**src/rtl/keypad_fifo_ctrl.sv**
```systemverilog
// Keypad debounce + push-on-press FIFO behind a DATA/STATUS I/O window; KEYPAD_DEBOUNCE_EN enables the debounce counter.
// Latency: push on the debounced press edge (2 cycles undebounced, DEB_CYCLES+1 debounced); rdata is combinational.
// Backpressure: none upstream; a press into a full FIFO is dropped and sets the sticky overflow flag.
module keypad_fifo_ctrl #(
  parameter int DEPTH      = 8,
  parameter int DEB_CYCLES = 1000000
) (
  input  logic        clk,
  input  logic        rst,
  input  logic [3:0]  key_in,
  input  logic        key_pressed,
  input  logic        cs,
  input  logic        io_rd,
  input  logic        io_wr,
  input  logic        addr,
  input  logic [15:0] wdata,
  output logic [15:0] rdata,
  output logic        irq
);

  localparam int AW = $clog2(DEPTH);
  localparam int CW = AW + 1;

  logic [3:0]    in_code_q;
  logic          in_press_q;
  logic          stable_press_q, stable_press_d;
  logic          push_req;

  logic [AW-1:0] wr_ptr_q, wr_ptr_d;
  logic [AW-1:0] rd_ptr_q, rd_ptr_d;
  logic [CW-1:0] count_q, count_d;
  logic          ovf_q, ovf_d;
  logic [3:0]    mem_q [DEPTH];

  logic          empty, full, rd_hit, pop, push, flush, ovf_clr;
  logic [3:0]    cnt4;
  logic          unused_wdata;

  assign unused_wdata = ^{wdata[15:3], wdata[1]};

  always_ff @(posedge clk) begin
    if (rst) begin
      in_code_q      <= 4'h0;
      in_press_q     <= 1'b0;
      stable_press_q <= 1'b0;
    end else begin
      in_code_q      <= key_in;
      in_press_q     <= key_pressed;
      stable_press_q <= stable_press_d;
    end
  end

`ifdef KEYPAD_DEBOUNCE_EN
  localparam int DW = (DEB_CYCLES > 1) ? $clog2(DEB_CYCLES) : 1;

  logic [DW-1:0] deb_cnt_q, deb_cnt_d;
  // arm_q blocks pushes after reset until the key has been seen released for a full window
  logic          arm_q, arm_d;

  always_comb begin
    stable_press_d = stable_press_q;
    deb_cnt_d      = '0;
    arm_d          = arm_q;
    if (in_press_q != stable_press_q) begin
      if (deb_cnt_q == DW'(DEB_CYCLES - 1)) begin
        stable_press_d = in_press_q;
        if (!in_press_q) arm_d = 1'b1;
      end else begin
        deb_cnt_d = deb_cnt_q + 1'b1;
      end
    end else if (!arm_q && !in_press_q) begin
      if (deb_cnt_q == DW'(DEB_CYCLES - 1)) arm_d = 1'b1;
      else deb_cnt_d = deb_cnt_q + 1'b1;
    end
  end

  always_ff @(posedge clk) begin
    if (rst) begin
      deb_cnt_q <= '0;
      arm_q     <= 1'b0;
    end else begin
      deb_cnt_q <= deb_cnt_d;
      arm_q     <= arm_d;
    end
  end

  assign push_req = arm_q && stable_press_d && !stable_press_q;
`else
  logic unused_deb;
  assign unused_deb     = (DEB_CYCLES > 0);
  assign stable_press_d = in_press_q;
  assign push_req       = in_press_q && !stable_press_q;
`endif

  assign empty   = (count_q == '0);
  assign full    = (count_q == CW'(DEPTH));
  assign rd_hit  = cs && io_rd && !addr;
  assign pop     = rd_hit && !empty;
  assign flush   = cs && io_wr && addr && wdata[0];
  assign ovf_clr = cs && io_wr && addr && wdata[2];
  assign push    = push_req && !flush && (!full || pop);

  always_comb begin
    wr_ptr_d = wr_ptr_q;
    rd_ptr_d = rd_ptr_q;
    count_d  = count_q;
    ovf_d    = ovf_q;
    if (flush) begin
      wr_ptr_d = '0;
      rd_ptr_d = '0;
      count_d  = '0;
    end else begin
      if (push) wr_ptr_d = wr_ptr_q + 1'b1;
      if (pop)  rd_ptr_d = rd_ptr_q + 1'b1;
      case ({push, pop})
        2'b10:   count_d = count_q + 1'b1;
        2'b01:   count_d = count_q - 1'b1;
        default: count_d = count_q;
      endcase
    end
    if (ovf_clr) ovf_d = 1'b0;
    if (push_req && !flush && full && !pop) ovf_d = 1'b1;
  end

  always_ff @(posedge clk) begin
    if (rst) begin
      wr_ptr_q <= '0;
      rd_ptr_q <= '0;
      count_q  <= '0;
      ovf_q    <= 1'b0;
    end else begin
      wr_ptr_q <= wr_ptr_d;
      rd_ptr_q <= rd_ptr_d;
      count_q  <= count_d;
      ovf_q    <= ovf_d;
    end
  end

  always_ff @(posedge clk) begin
    if (push) mem_q[wr_ptr_q] <= in_code_q;
  end

  // With DEPTH=16 the 4-bit count field wraps to 0 when full; the full bit disambiguates
  assign cnt4 = 4'(count_q);

  always_comb begin
    rdata = 16'h0000;
    if (!addr) begin
      if (!empty) rdata = {12'h000, mem_q[rd_ptr_q]};
    end else begin
      rdata = {8'h00, cnt4, 1'b0, ovf_q, full, !empty};
    end
  end

  assign irq = !empty;

endmodule

```
**config.mk**
```make
export PLATFORM = sky130hd
export DESIGN_NAME = keypad_fifo_ctrl
export DESIGN_NICKNAME = d
export VERILOG_FILES = /design/src/rtl/keypad_fifo_ctrl.sv
export SDC_FILE = /design/constraint.sdc
export NUM_CORES = 1
export LEC_CHECK = 0
export ABC_AREA = 1
export CAP_MARGIN = 30
export CELL_PAD_IN_SITES_DETAIL_PLACEMENT = 1
export CELL_PAD_IN_SITES_GLOBAL_PLACEMENT = 1
export CORE_MARGIN = 1.5
export CORE_UTILIZATION = 41
export CTS_BUF_LIST = sky130_fd_sc_hd__clkbuf_4 sky130_fd_sc_hd__clkbuf_8
export CTS_CLUSTER_SIZE = 10
export DETAILED_ROUTE_END_ITERATION = 8
export GPL_TIMING_DRIVEN = 0
export HOLD_SLACK_MARGIN = 0.12
export PLACE_DENSITY = 0.84
export SLEW_MARGIN = 20
export SYNTH_ARGS = -nofsm -noshare
export SYNTH_HDL_FRONTEND = slang
export SYNTH_SLANG_ARGS = --single-unit
```
**constraint.sdc**
```tcl
create_clock -name clk -period 2.15 [get_ports clk]
set_input_delay 0.3225 -clock clk [delete_from_list [all_inputs] [get_ports clk]]
set_output_delay 0.3225 -clock clk [all_outputs]
set_load 0.005 [all_outputs]
```
# == Word level (Yosys, flattened, before mapping) ==
# Memories as Yosys holds them, arrays and structs flattened. A register that Yosys moved wholly into a read port is not among the register bits.
# Index checks and enable logic that the tools add are counted.
# word_totals
register_bits,17
ramBits,32
in_bits,27
n_memories,1
# classes
mux,9
addsub,4
reduce_logical,23
eq_ne,3
# memory_table
name,words,word_bits,rd,rd_clocked_by_memory_dff,write_ports,line_no,source
mem_q,8,4,1,1,1,33,logic [3:0] mem_q [DEPTH];
# op_table
cell,count
two-way mux 16 bit,1
logical AND 1 bit,12
one-hot mux 4 bit (2 select lines),1
adder 3 x 1 -> 3 bit (second input constant),2
logical NOT 1 bit,6
two-way mux 3 bit,2
adder 4 x 1 -> 4 bit (second input constant),1
== test 4 bit (second input constant),1
logical NOT 4 bit,1
two-way mux 1 bit,4
two-way mux 4 bit,1
nonzero test 2 bit,2
subtractor 4 x 1 -> 4 bit (second input constant),1
== test 2 x 1 -> 1 bit (second input constant),1
== test 2 bit (second input constant),1
OR reduction 2 bit,1
logical OR 1 bit,1

# == Longest topological paths before layout ==
# logic_depth
depth_word,8
mapped_depth,15
mapped_depth_nobuf,15

# == Least setup slack after synthesis ==
# Ideal clock, no wire load.
# synth_path
path_kind,reg2reg
start,"reg count_q[0], in the netlist cnt4[0]"
end,"reg count_q[2], in the netlist cnt4[2]"
period_less_slack_ns,1.841
path_slack_ns,0.309
path_stages_with_launch,15
t_arrival_ns,1.728
cell_sequence,dfxtp_1 -> nor2_2 -> nand3_2 -> nor2_4 -> nor2_8 -> inv_4 -> ha_1 -> nand2_1 -> inv_1 -> nor2_1 -> ha_1 -> a21oi_1 -> xnor2_1 -> o21ai_1 -> inv_1
# synth_between
elab_chain_len,7
# synth_rtl
item,line_no,source
start: declaration,31,"logic [CW-1:0] count_q, count_d;"
start signal: assignment,134,count_q <= count_d;
logical NOT 4 bit,95,assign empty = (count_q == '0);
logical NOT 1 bit,98,assign pop = rd_hit && !empty;
logical AND 1 bit,98,
logical OR 1 bit,101,assign push = push_req && !flush && (!full || pop);
logical AND 1 bit,101,
== test 2 x 1 -> 1 bit / == test 2 bit (equally long branches),115,"case ({push, pop})"
one-hot mux 4 bit (2 select lines) / nonzero test 2 bit (equally long branches),--,
# Parallel ways exist; a longest one is shown, timed or not.
# A chain may end at the register's enable or synchronous reset.

==> metrics.txt <==
# nets final=~330; Avg WL per Cell=15.54 µm; clk slew on worst S/H paths=roughly 0.10 ns; worst hold path type=in -> reg; CTS tree=done; Final GP Congestion=between 0.8 and 0.9; first-pass GRT wire length=around 8.9 mm; Synth area leaders=edfxtp_1 (41%), dfxtp_1 (17%), nand2_1 (6.3%); largest buffer count on any clock path=2; diode count=0; Setup violations, final=0; GRT Util Overall=about a fifth; Via density=4.880; Worst setup SP type=register; via count=roughly 1800; worst skew pair latency=about 0.3 ns; max cap viols=0; Root Buffer=clkbuf_8; synth warn=0; initial antenna violation count=0; Highest Clock Rate=a little under 0.5 GHz; register area share after synthesis=a little under three fifths; critical path capture point type=primary output; share of the synthesized area in the top cell type=40.57%; Max rail drop VDD=0.0004640 V; Lkg Pwr=about 1.2 nW; port buffer count=19; clk sinks=52; I/O pins=44; outcome=complete, no violations; final wirelength=5.686 mm; power per standard cell area=slightly below 700 nW/µm²; vias in the first global route=roughly 1800; internal cell power=between 1 and 1.5 mW; Yosys reg bits=52; Crit Path Class=reg -> out; CORE AREA=~5500 µm²; DRC=0; largest net degree at the start of global routing=17; CTS buffer count=5; Fillers=between 600 and 700; final instance area=slightly below 3000 µm²; Die H=79.01 µm; clk_skew=around 0.0060 ns; Max H-tree Level=2; part of the power in registers=between 50% and 60%; chip width=79.01 µm; switching pwr=approximately 530 µW; share of cells above drive strength 1=between 20% and 30%; post-layout util=around 53%; post-placement cell area=approximately 2700 µm²; Mapped Cells=250; Logic pwr share=15.6%; Synth area leader=edfxtp_1; Core Rows=27; hold_buf cts=0; CP Max Fanout=7; Sw Ratio=a little over a quarter; final hold violations=0; Initial Utilization=42.75%; required time worst endpoint=roughly 1.8 ns; Cell Area, Synth=approximately 2400 µm²; 1st-iter DRT viols=about 130; clock share of power=between 20 and 30%; remaining antenna violation count=0; Post-DP HPWL=between 4 and 5 mm; period utilization=~95%; die area=around 6200 µm²; fin. max-slew vios=0; CP Data Arrival Time=~1.7 ns; Avg Cell Area, Syn=9.474 µm²; First-pass DRT Iterations=4; area delta synth->final=24.04%; grt ovf=0; Tmin final=approximately 2.0 ns; synth unique cells=30
[power by group through the flow]
stage               Combinational [mW]  Sequential (mW)  Clock (mW)
finish                           0.314             1.12       0.572
detailed placement               0.284             1.14           0
floorplan                        0.175             1.13           0
global route                     0.350             1.13       0.614
global placement                 0.271             1.14           0
CTS                              0.295             1.12       0.574
[synth_stat cells]
cell type and count:
dfxtp_1 20, clkinv_1 1, buf_2 3, ha_1 5, nor2_8 1, nand2_1 40
nand3_2 2, o22ai_1 1, buf_6 1, inv_2 4, nor2_1 39, o211ai_1 5
inv_1 27, o21ai_0 13, xor2_1 2, nor2_2 6, xnor2_1 2, clkbuf_1 2
buf_4 8, nor2_4 2, nand2_2 1, edfxtp_1 32, or2_4 1, a21oi_1 9
inv_4 1, nand3_1 13, o21bai_4 1, a31oi_1 1, conb_1 1, o21ai_1 6
[critical path, cell delays in order (launching register included)]
cell           delay [ns]
dfxtp_2              0.33
buf_6                0.14
buf_4                0.14
nor2_1               0.12
nor2_1               0.06
o21ai_1              0.07
o211ai_1             0.11
nand3_1              0.12
nand2_1              0.06
dlygate4sd2_1        0.26
[what timing repair did]
item,in CTS,in global routing
endpoints found under the hold margin,0,0
endpoints found under the setup margin,5,3
buffers inserted,3,5
gates cloned,1,1
resized for setup,21,16
pin swaps,6,6
[kinds of logic (layout without fill, tap and decap cells)]
logic type	count (synthesis)	count (layout)	share of synthesized area, %
simple gates	105	105	20.13
xor+xnor	4	4	1.479
buf+inv	47	84	9.297
compound gates	36	36	8.822
fa+ha+maj	5	5	2.641
other cells	1	8	0.1583
flops	52	52	57.47
[stage by stage]
| stage | instances | setup slack [ns] | total power, mW | setup TNS [ns] | hold slack [ns] |
|---|---|---|---|---|---|
| floorplan | 257 | 0.3087 | 1.304 | 0 | 0.4031 |
| global placement | 348 | -0.2243 | 1.409 | -0.5348 | 0.4092 |
| detailed placement | 348 | -0.3087 | 1.425 | -1.747 | 0.4264 |
| CTS | 360 | 0.005355 | 1.989 | 0 | 0.4068 |
| global route | 366 | -0.003949 | 2.091 | -0.006163 | 0.4209 |
| finish | 366 | 0.1141 | 2.008 | 0 | 0.3807 |
[flip-flops by register name, summed over array words and instances (netlist names), named ones only]
| signal | count |
|---|---|
| in_press_q | 1 |
| wr_ptr_q | 3 |
| rd_ptr_q | 3 |
| in_code_q | 4 |
| mem_q | 32 |
| cnt4 | 4 |
| ovf_q | 1 |
| stable_press_q | 1 |
[final timing paths]
path                            startpoint             end  slack [ns]  cells after the start
worst max register to register     cnt4[0]         cnt4[2]        0.23                     13
worst min-delay path                   rst    in_code_q[2]        0.38                      2
worst max-delay path              register        rdata[1]        0.11                      9
worst min register to register  in_press_q  stable_press_q        0.43                      2
[cells in the final DEF, fill, tap and decap left out, drive strengths merged]
master and n:
a31oi 1, o22ai 1, or2 1, clkdlybuf4s50 14
buf 21, clkinv 2, clkinvlp 1, ha 5
xnor2 2, nand3 15, o21ai 19, dfxtp 20
conb 8, nand2 41, dlymetal6s2s 1, a21oi 9
o21bai 1, dlygate4sd2 3, inv 32, xor2 2
edfxtp 32, clkbuf 10, o211ai 5, nor2 48
[routing by layer]
| metal | vias to the layer above | routed length, µm | track usage [%] |
|---|---|---|---|
| met5 | - | 0 | 0 |
| met4 | 0 | 68 | 4.912 |
| met3 | 7 | 185 | 3.793 |
| met2 | 39 | 2977 | 33.50 |
| met1 | 860 | 2454 | 23.78 |
| li1 | 880 | - | - |
[area by class of cell]
cell class / instances / area, µm² / area share (%)
Clock buffer: 6 / 76.32 / 2.598
Inverter: 33 / 131.4 / 4.472
Tap cell: 72 / 90.09 / 3.066
Sequential cell: 52 / 1368 / 46.55
Timing Repair Buffer: 29 / 276.5 / 9.412
Clock inverter: 2 / 16.27 / 0.5537
Buffer: 14 / 126.4 / 4.302
Multi-Input combinational cell: 158 / 853.3 / 29.05
Note: power is estimated with default switching activity, not from simulation.
